[src/rtl/point_double_add_gf2m.sv]
// point_double_add_gf2m
// Affine elliptic-curve point unit over GF(2^M) for y^2+xy = x^3+a*x^2+b.
// Computes 2*P1 or P1+P2 with fixed latency (done in cycle 2M+2 after start).
// A single combinational field multiplier serves every step. The inverse is
// computed by Fermat exponentiation (d^(2^M-2)), so there is no divider.
// Optional macro PD_ADD_EN: when defined, the mode input selects point
// addition. When undefined, every request is a doubling and p2/mode are ignored.
module point_double_add_gf2m #(
  parameter int           M       = 7,
  parameter logic [M-1:0] POLY    = 7'h03,
  parameter logic [M-1:0] CURVE_A = 7'h01
) (
  input  logic           clk,
  input  logic           rst_n,
  input  logic           start,
  input  logic           mode,
  input  logic [2*M-1:0] p1,
  input  logic [2*M-1:0] p2,
  output logic           busy,
  output logic           done,
  output logic [2*M-1:0] sum,
  output logic           inf
);

  localparam logic [1:0] S_IDLE = 2'd0;
  localparam logic [1:0] S_INV  = 2'd1;
  localparam logic [1:0] S_MUL  = 2'd2;
  localparam logic [1:0] S_OUT  = 2'd3;

  localparam int CW = $clog2(2*M);
  localparam logic [CW-1:0] CNT_ZERO = CW'(0);
  localparam logic [CW-1:0] INV_LAST = CW'(2*M-4);
  localparam logic [CW-1:0] MC_LAM   = CW'(0);
  localparam logic [CW-1:0] MC_X3    = CW'(1);
  localparam logic [CW-1:0] MC_Y3    = CW'(2);
  localparam logic [CW-1:0] MC_FIN   = CW'(3);

  localparam logic [M-1:0] ZERO = {M{1'b0}};
  localparam logic [M-1:0] ONE  = {{(M-1){1'b0}}, 1'b1};

  // Shift-and-add multiply in GF(2^M). Each partial is reduced by POLY as it shifts.
  function automatic logic [M-1:0] gf_mul(input logic [M-1:0] a, input logic [M-1:0] b);
    logic [M-1:0] acc;
    logic [M-1:0] sh;
    acc = ZERO;
    sh  = a;
    for (int i = 0; i < M; i++) begin
      if (b[i]) begin
        acc = acc ^ sh;
      end else begin
        acc = acc;
      end
      if (sh[M-1]) begin
        sh = {sh[M-2:0], 1'b0} ^ POLY;
      end else begin
        sh = {sh[M-2:0], 1'b0};
      end
    end
    return acc;
  endfunction

  logic [1:0]    r_state;
  logic [CW-1:0] r_cnt;
  logic [M-1:0]  r_x1, r_y1;
  logic [M-1:0]  r_t, r_lam, r_x3, r_y3;
  logic          r_exc;
  logic          r_busy, r_done, r_inf;
  logic [2*M-1:0] r_sum;

  logic [M-1:0] w_p1x, w_p1y;
  logic         w_accept;
  logic         w_cap_inf;
  logic [M-1:0] w_cap_d;
  logic         w_add;
  logic [M-1:0] w_xs, w_ys, w_d;
  logic [M-1:0] w_ma, w_mb, w_prod, w_y3;

  assign w_p1x    = p1[M-1:0];
  assign w_p1y    = p1[2*M-1:M];
  assign w_accept = (r_state == S_IDLE) && start;

`ifdef PD_ADD_EN
  logic [M-1:0] r_x2, r_y2;
  logic         r_add;
  logic [M-1:0] w_p2x, w_p2y;
  logic         w_cap_add;

  assign w_p2x = p2[M-1:0];
  assign w_p2y = p2[2*M-1:M];
  assign w_add = r_add;
  assign w_xs  = r_x1 ^ r_x2;
  assign w_ys  = r_y1 ^ r_y2;

  // Classify the request at capture: a true add, an add that degenerates to a doubling, or infinity.
  always_comb begin
    w_cap_add = 1'b0;
    w_cap_inf = (w_p1x == ZERO);
    if (mode) begin
      if (w_p1x != w_p2x) begin
        w_cap_add = 1'b1;
        w_cap_inf = 1'b0;
      end else if (w_p1y != w_p2y) begin
        w_cap_add = 1'b0;
        w_cap_inf = 1'b1;
      end else begin
        w_cap_add = 1'b0;
        w_cap_inf = (w_p1x == ZERO);
      end
    end else begin
      w_cap_add = 1'b0;
      w_cap_inf = (w_p1x == ZERO);
    end
  end

  assign w_cap_d = w_cap_add ? (w_p1x ^ w_p2x) : w_p1x;

  // Hold the second operand and the effective add flag for the whole operation.
  always_ff @(posedge clk or negedge rst_n) begin
    if (!rst_n) begin
      r_x2  <= ZERO;
      r_y2  <= ZERO;
      r_add <= 1'b0;
    end else if (w_accept) begin
      r_x2  <= w_p2x;
      r_y2  <= w_p2y;
      r_add <= w_cap_add;
    end else begin
      r_x2  <= r_x2;
      r_y2  <= r_y2;
      r_add <= r_add;
    end
  end
`else
  logic w_unused;
  assign w_unused  = ^{mode, p2};
  assign w_add     = 1'b0;
  assign w_xs      = ZERO;
  assign w_ys      = ZERO;
  assign w_cap_inf = (w_p1x == ZERO);
  assign w_cap_d   = w_p1x;
`endif

  // The quantity to invert is x1 for a doubling and x1^x2 for a true add.
  assign w_d = w_add ? w_xs : r_x1;

  // Select multiplier operands. Even INV steps square t, odd steps multiply t by d.
  always_comb begin
    w_ma = r_t;
    w_mb = r_t;
    case (r_state)
      S_INV: begin
        w_ma = r_t;
        if (r_cnt[0]) begin
          w_mb = w_d;
        end else begin
          w_mb = r_t;
        end
      end
      S_MUL: begin
        case (r_cnt)
          MC_LAM: begin
            w_ma = w_add ? w_ys : r_y1;
            w_mb = r_t;
          end
          MC_X3: begin
            w_ma = r_lam;
            w_mb = r_lam;
          end
          MC_Y3: begin
            w_ma = w_add ? r_lam : r_x1;
            w_mb = w_add ? (r_x1 ^ r_x3) : r_x1;
          end
          MC_FIN: begin
            w_ma = r_lam ^ ONE;
            w_mb = r_x3;
          end
          default: begin
            w_ma = r_t;
            w_mb = r_t;
          end
        endcase
      end
      default: begin
        w_ma = r_t;
        w_mb = r_t;
      end
    endcase
  end

  assign w_prod = gf_mul(w_ma, w_mb);
  // For a doubling, r_y3 holds x1^2 at this point, and the last product finishes y3.
  assign w_y3   = w_add ? r_y3 : (r_y3 ^ w_prod);

  // Control FSM with the datapath registers and the registered result outputs.
  always_ff @(posedge clk or negedge rst_n) begin
    if (!rst_n) begin
      r_state <= S_IDLE;
      r_cnt   <= CNT_ZERO;
      r_x1    <= ZERO;
      r_y1    <= ZERO;
      r_t     <= ZERO;
      r_lam   <= ZERO;
      r_x3    <= ZERO;
      r_y3    <= ZERO;
      r_exc   <= 1'b0;
      r_busy  <= 1'b0;
      r_done  <= 1'b0;
      r_inf   <= 1'b0;
      r_sum   <= {(2*M){1'b0}};
    end else begin
      case (r_state)
        S_IDLE: begin
          r_done <= 1'b0;
          if (start) begin
            r_x1    <= w_p1x;
            r_y1    <= w_p1y;
            r_t     <= w_cap_d;
            r_exc   <= w_cap_inf;
            r_cnt   <= CNT_ZERO;
            r_busy  <= 1'b1;
            r_state <= S_INV;
          end else begin
            r_state <= S_IDLE;
          end
        end
        S_INV: begin
          r_t <= w_prod;
          if (r_cnt == INV_LAST) begin
            r_cnt   <= CNT_ZERO;
            r_state <= S_MUL;
          end else begin
            r_cnt <= r_cnt + 1'b1;
          end
        end
        S_MUL: begin
          r_cnt <= r_cnt + 1'b1;
          case (r_cnt)
            MC_LAM: r_lam <= w_add ? w_prod : (r_x1 ^ w_prod);
            MC_X3:  r_x3  <= w_prod ^ r_lam ^ CURVE_A ^ (w_add ? w_xs : ZERO);
            MC_Y3:  r_y3  <= w_add ? (w_prod ^ r_x3 ^ r_y1) : w_prod;
            MC_FIN: begin
              r_cnt   <= CNT_ZERO;
              r_sum   <= r_exc ? {(2*M){1'b0}} : {w_y3, r_x3};
              r_inf   <= r_exc;
              r_done  <= 1'b1;
              r_busy  <= 1'b0;
              r_state <= S_OUT;
            end
            default: r_state <= S_IDLE;
          endcase
        end
        S_OUT: begin
          r_done  <= 1'b0;
          r_state <= S_IDLE;
        end
        default: r_state <= S_IDLE;
      endcase
    end
  end

  assign busy = r_busy;
  assign done = r_done;
  assign sum  = r_sum;
  assign inf  = r_inf;

endmodule

[config.mk]
export PLATFORM = sky130hd
export DESIGN_NAME = point_double_add_gf2m
export DESIGN_NICKNAME = d
export VERILOG_FILES = /design/src/rtl/point_double_add_gf2m.sv
export SDC_FILE = /design/constraint.sdc
export NUM_CORES = 1
export LEC_CHECK = 0
export BUFFER_PORTS_ARGS = -buffer_cell sky130_fd_sc_hd__buf_4
export CAP_MARGIN = 20
export CORE_AREA = 2 2 99 101
export DETAILED_ROUTE_END_ITERATION = 10
export DIE_AREA = 0 0 101 103
export GPL_ROUTABILITY_DRIVEN = 0
export GPL_TIMING_DRIVEN = 0
export PLACE_DENSITY = 0.66
export SETUP_SLACK_MARGIN = 0.15
export SLEW_MARGIN = 20
export SYNTH_ARGS = -nofsm -noshare
export SYNTH_HDL_FRONTEND = slang
export SYNTH_SLANG_ARGS = --single-unit
[constraint.sdc]
create_clock -name clk -period 5.8 [get_ports clk]
set_input_delay 0.58 -clock clk [delete_from_list [all_inputs] [get_ports clk]]
set_output_delay 0.58 -clock clk [all_outputs]
set_load 0.03 [all_outputs]
# Yosys cells after proc, flatten, opt, wreduce, memory -nomap -nowiden
# Cells that the tools add are included.
# word_totals
register_bits	66
input_bits	32
out_inout_bits	17
elab_cells	95
# classes
n_reduce_logical	19
bitwise_logic	17
n_eq_ne	11
n_addsub	1
muxes	34
# op_table
op	n
$mux W7	10
$xor A7 B7 Y7	9
$pmux W7 S2	2
$pmux W7 S4	1
$pmux W7 S3	1
$reduce_and A2 Y1	9
$mux W14	1
$mux W2	7
$mux W4	3
$not A2 Y2	6
$pmux W4 S3	1
$eq A4 B2 Y1 const B	2
$ne A2 B2 Y1 const B	4
$pmux W2 S4	1
$logic_not A7 Y1	1
$reduce_bool A2 Y1	3
$add A4 B1 Y4 const B	1
$eq A2 B2 Y1 const B	2
$eq A4 B1 Y1 const B	1
$eq A4 B4 Y1 const B	1
$logic_not A4 Y1	1
$mux W1	4
$pmux W1 S2	2
$pmux W2 S2	1
7 further kinds	8

# Logic depth before layout (Yosys ltp)
# depth
ltp_word	19
mapped_depth	13
depth_no_buf	10

# Worst setup path after synthesis
# OpenSTA, ideal clock, no wires.
# synth_timing
path_type	flip-flop to flip-flop
startpoint	register r_cnt[0]
endpoint	register r_sum[8], in the netlist sum[8]
setup_slack_ns	2.271
arrival_ns	3.408
n_path_buf	3
path_stages_with_launch	14
setup_ns	0.121
cell_sequence	dfrtp_1 -> clkbuf_1 -> inv_1 -> ha_1 -> buf_6 -> or4_4 -> buf_6 -> a21o_1 -> a211o_1 -> a22oi_1 -> xnor3_1 -> xnor3_2 -> xnor2_1 -> a22o_1
# synth_between
elab_chain_cells	19
elab_cells_between_ends	37
classes_between	eq/ne (3); mux (19); bitwise (13); reduce/logical (2)
# synth_lines
element	line_no	text
start: declaration	63	logic [CW-1:0] r_cnt;
start signal: assignment	232	r_cnt <= r_cnt + 1'b1;
start signal: assignment	236	r_cnt <= r_cnt + 1'b1;
$eq A4 B2 Y1 (tied with other cells)	160, 237	
$pmux W7 S4	160	case (r_cnt)
$mux W7	150	case (r_state)
$not A2 Y2 (no line)	-	
$mux W2	53	if (sh[M-1]) begin
$xor A7 B7 Y7	49	acc = acc ^ sh;
$mux W7	48	if (b[i]) begin
$xor A7 B7 Y7	49	
[... 3 more ...]	-	
$xor A7 B7 Y7	49	
$mux W7	48	
$xor A7 B7 Y7	49	
$mux W7	48	
$xor A7 B7 Y7	49	
$mux W7	48	
$xor A7 B7 Y7	192	assign w_y3 = w_add ? r_y3 : (r_y3 ^ w_prod);
$mux W14	243	r_sum <= r_exc ? {(2*M){1'b0}} : {w_y3, r_x3};
end signal: assignment	209	r_sum <= {(2*M){1'b0}};
end signal: assignment	243	
end: declaration	68	logic [2*M-1:0] r_sum;
# Several ways; a longest one is shown, not always the timed one.
# A chain may end at the register's enable or synchronous reset.

# Worst setup path after layout
# layout_timing
startpoint	register r_cnt[0]
endpoint	register r_sum[13], in the netlist sum[13]
# layout_between
elab_chain_cells	18
elab_cells_between_ends	27
classes_between	eq/ne (3); mux (14); bitwise (8); reduce/logical (2)
# layout_lines
element	line_no
$eq A4 B2 Y1 (tied with other cells)	160, 237
$pmux W7 S3 or $pmux W7 S4 (tied branches)	160
$pmux W7 S2 or $mux W7 (tied branches)	150
$mux W7	48
$xor A7 B7 Y7	49
$mux W7	48
$xor A7 B7 Y7	49
$mux W7	48
[... 2 more ...]	-
$xor A7 B7 Y7	49
$mux W7	48
$xor A7 B7 Y7	49
$mux W7	48
$xor A7 B7 Y7	49
$mux W7	48
$xor A7 B7 Y7	192
$mux W14	243
# Several ways; a longest one is shown, not always the timed one.

==> reports/results.ini <==
[sta]
post-route-min-period_ns = 4.257
finalWorstSetupSlack_ns = 1.543
grt_setup_unrepaired = false
max_slew_margin_pct = 44.37
drv_slew = 0
hold_viol = 0
setup_viol = 0
timing_worst_slew_pin_value_ns = 0.8345
post-route-period-util_pct = 73.40
fin_setup_tns_ns = 0
worst_clock_skew_ns = 0.01424
clock.fmax_mhz = 234.9

[cells_and_area]
drive_gt1_share_pct = 17.05
seq_area_um2 = 1652
nets = 563
diodes = 0
instances_no_fill = 642
layout-area-overhead-vs-synth_pct = 13.16
fillerInstances = 887
multi_input_area_um2 = 2714

[synthesis]
yosys_warnings = 0
synth_commonest_cells = sky130_fd_sc_hd__dfrtp_1 (66), sky130_fd_sc_hd__nand2_1 (50), sky130_fd_sc_hd__a21oi_1 (39)
syn-num-nets = 519
ys_seq_area_share_pct = 36.50
synth_most_common_cell = sky130_fd_sc_hd__dfrtp_1
post_synth_instance_area_um2 = 4524
synthArstFlopShare_pct = 100.0
postSynth.topFlopCell = sky130_fd_sc_hd__dfrtp_1
yosys_register_bits = 66
number_of_synthesized_flops_with_an_enable_pin = 0
synth_top_area_share_pct = 36.50
synth.largest_area_cell = sky130_fd_sc_hd__dfrtp_1
post_synth_inst_count = 479
yosys.cell_types.count = 61
yosys-top-cells-area = sky130_fd_sc_hd__dfrtp_1 (37%), sky130_fd_sc_hd__xnor3_1 (4.5%), sky130_fd_sc_hd__a21oi_1 (4.3%)
syn_area_per_cell_um2 = 9.445

[floorplan]
core_region_area_um2 = 9459
die_ht_um = 103
die_w_um = 101
design.die.area_um2 = 10400
rows = 36
initial_core_util_pct = 47.83
io_pins = 49

[global_routing]
first_pass_grt_wire_length_um = 20240
grt.overflow.total = 0
grt.met1_usage_pct = 34.45
largest_net_degree_at_the_start_of_global_routing = 67
met2_resource_use_gr_pct = 41.08
globalRouteMet3Util_pct = 4.746
gr-max-usage-layer = met2
grt_antenna_before_repair = 0
grt_usage_pct = 25.66
grt_pass1_vias = 3845

[status]
status = finished clean

[worst_setup_path]
crit_type = register to register
cp_data_required_time_ns = 6.05
cp-end-kind = register
crit_arrival_ns = 4.51
timing.critical_path.fanout_max = 10
timing.critical_path.from_type = register

[clock_tree]
post_cts.resized_instances = 0
hold_buffers = 0
tritoncts = done
cts.htree.levels = 3
ctsLongestPathBuffers = 2
cts_root_buf = sky130_fd_sc_hd__clkbuf_8
clk-insertion-delay-late_ns = 0.35
cts_bufs_inserted = 9
clock_sink_count = 66
cts_setup_buffers = 0
cts.reportedPaths.clkPinSlew_ns = 0.08

[route]
drt-pass1-iter-count = 5
drt-vias-per-instance = 6.174
antenna_violating_nets_post_route = 0
drcViolationCount = 0
detail_route.wirelength_um = 12590
avgRoutedWirePerCell_um = 19.61
dr_total_vias = 3964
detailedRoute.firstIterationViolations = 341

[min_path]
hold_path_class = input port to asynchronous set/reset pin

[place]
hpwl_um = 9349
placement.setup.worst_slack_ns = 1.589
port_buffers = 33
dp.cells = 626

[flow_run]
cap_viol_max_count = 0

metrics by stage:
step | util (%) | instance area [um2] | hold slack (ns)
global route | 54.13 | 5120 | 0.3920
finish | 54.13 | 5120 | 0.3126
detailed placement | 52.02 | 4921 | 0.4754
floorplan | - | 4524 | 0.2844
global placement | 51.96 | 4915 | 0.4661
CTS | 54.13 | 5120 | 0.3563
placed cells by master (no fill, tap or decap), drive strengths merged, types with 4 or more instances in the layout:
master	synthesis	routed
o21ai	37	37
nor3	8	8
a21boi	4	4
inv	7	9
a21oi	41	41
xor2	17	17
nand2	50	50
ha	8	8
nand2b	16	16
nor4	4	4
mux2	15	15
o22ai	9	9
nand4	5	5
a22oi	19	19
nor2	31	31
a22o	10	10
xnor3	13	13
o211ai	4	4
buf	13	46
o22a	6	6
and2	6	6
clkinv	0	4
dfrtp	66	66
nor2b	4	4
nand3	4	4
clkbuf	16	25
xnor2	21	21
cell type report:
type                    count  share of cell area (%)
flip-flops and latches     66                   32.26
plain buffers              29                   2.713
clock buffers               9                   2.419
multi-input cells         377                   53.01
inverters                   7                  0.5132
well taps                 114                   2.786
repair buffers             33                   4.839
clock inverters             7                   1.466
metal layers:
| metal | share of wire [%] | up-vias |
|---|---|---|
| li1 | - | 1845 |
| met1 | 43 | 1930 |
| met2 | 47 | 161 |
| met3 | 6.3 | 28 |
| met4 | 3.5 | 0 |
| met5 | 0 | - |
final timing paths:
| check | start | end | slack (ns) | cells after the start |
|---|---|---|---|---|
| setup / recovery | r_cnt[0] | sum[13] | 1.54 | 13 |
| max in group asynchronous | rst_n | r_t[4] | 4.91 | 1 |
| setup reg to reg | r_cnt[0] | sum[13] | 1.54 | 13 |
| hold reg to reg | sum[1] | sum[1] | 0.48 | 2 |
| hold / removal | rst_n | sum[7] | 0.31 | 1 |
| min in group clk | p1[8] | r_y1[1] | 0.45 | 2 |
kinds of logic (layout without fill, tap and decap cells):
kind of cell    after synthesis  count (layout)  share of synthesized area, %
compound gates              159             159                         23.48
simple gates                144             144                         16.48
flops                        66              66                         36.50
xor+xnor                     51              51                         13.94
buf+inv                      36              85                         3.650
mux                          15              15                         3.733
fa+ha+maj                     8               8                         2.212
worst max-delay path, stage by stage (launching register included):
cell and delay (ns):
sky130_fd_sc_hd__dfrtp_1 0.39, sky130_fd_sc_hd__clkbuf_1 0.30, sky130_fd_sc_hd__inv_1 0.11, sky130_fd_sc_hd__ha_1 0.23
sky130_fd_sc_hd__buf_6 0.14, sky130_fd_sc_hd__clkbuf_1 0.25, sky130_fd_sc_hd__a222oi_1 0.40, sky130_fd_sc_hd__nor4_1 0.09
sky130_fd_sc_hd__a311oi_2 0.63, sky130_fd_sc_hd__nor2b_1 0.12, sky130_fd_sc_hd__xnor3_1 0.41, sky130_fd_sc_hd__xnor3_1 0.62
sky130_fd_sc_hd__xor2_1 0.23, sky130_fd_sc_hd__a22o_1 0.21
registers in the layout, indices dropped and copies added (netlist names), 4 cells and up:
| register | cells |
|---|---|
| r_lam | 7 |
| r_y3 | 7 |
| r_cnt | 4 |
| r_y1 | 7 |
| r_t | 7 |
| r_x1 | 7 |
| sum | 14 |
| r_x3 | 7 |
Power is left out: the tool's default activity adds up to more than one toggle a clock period on the data nets, which glitch-free logic cannot reach.
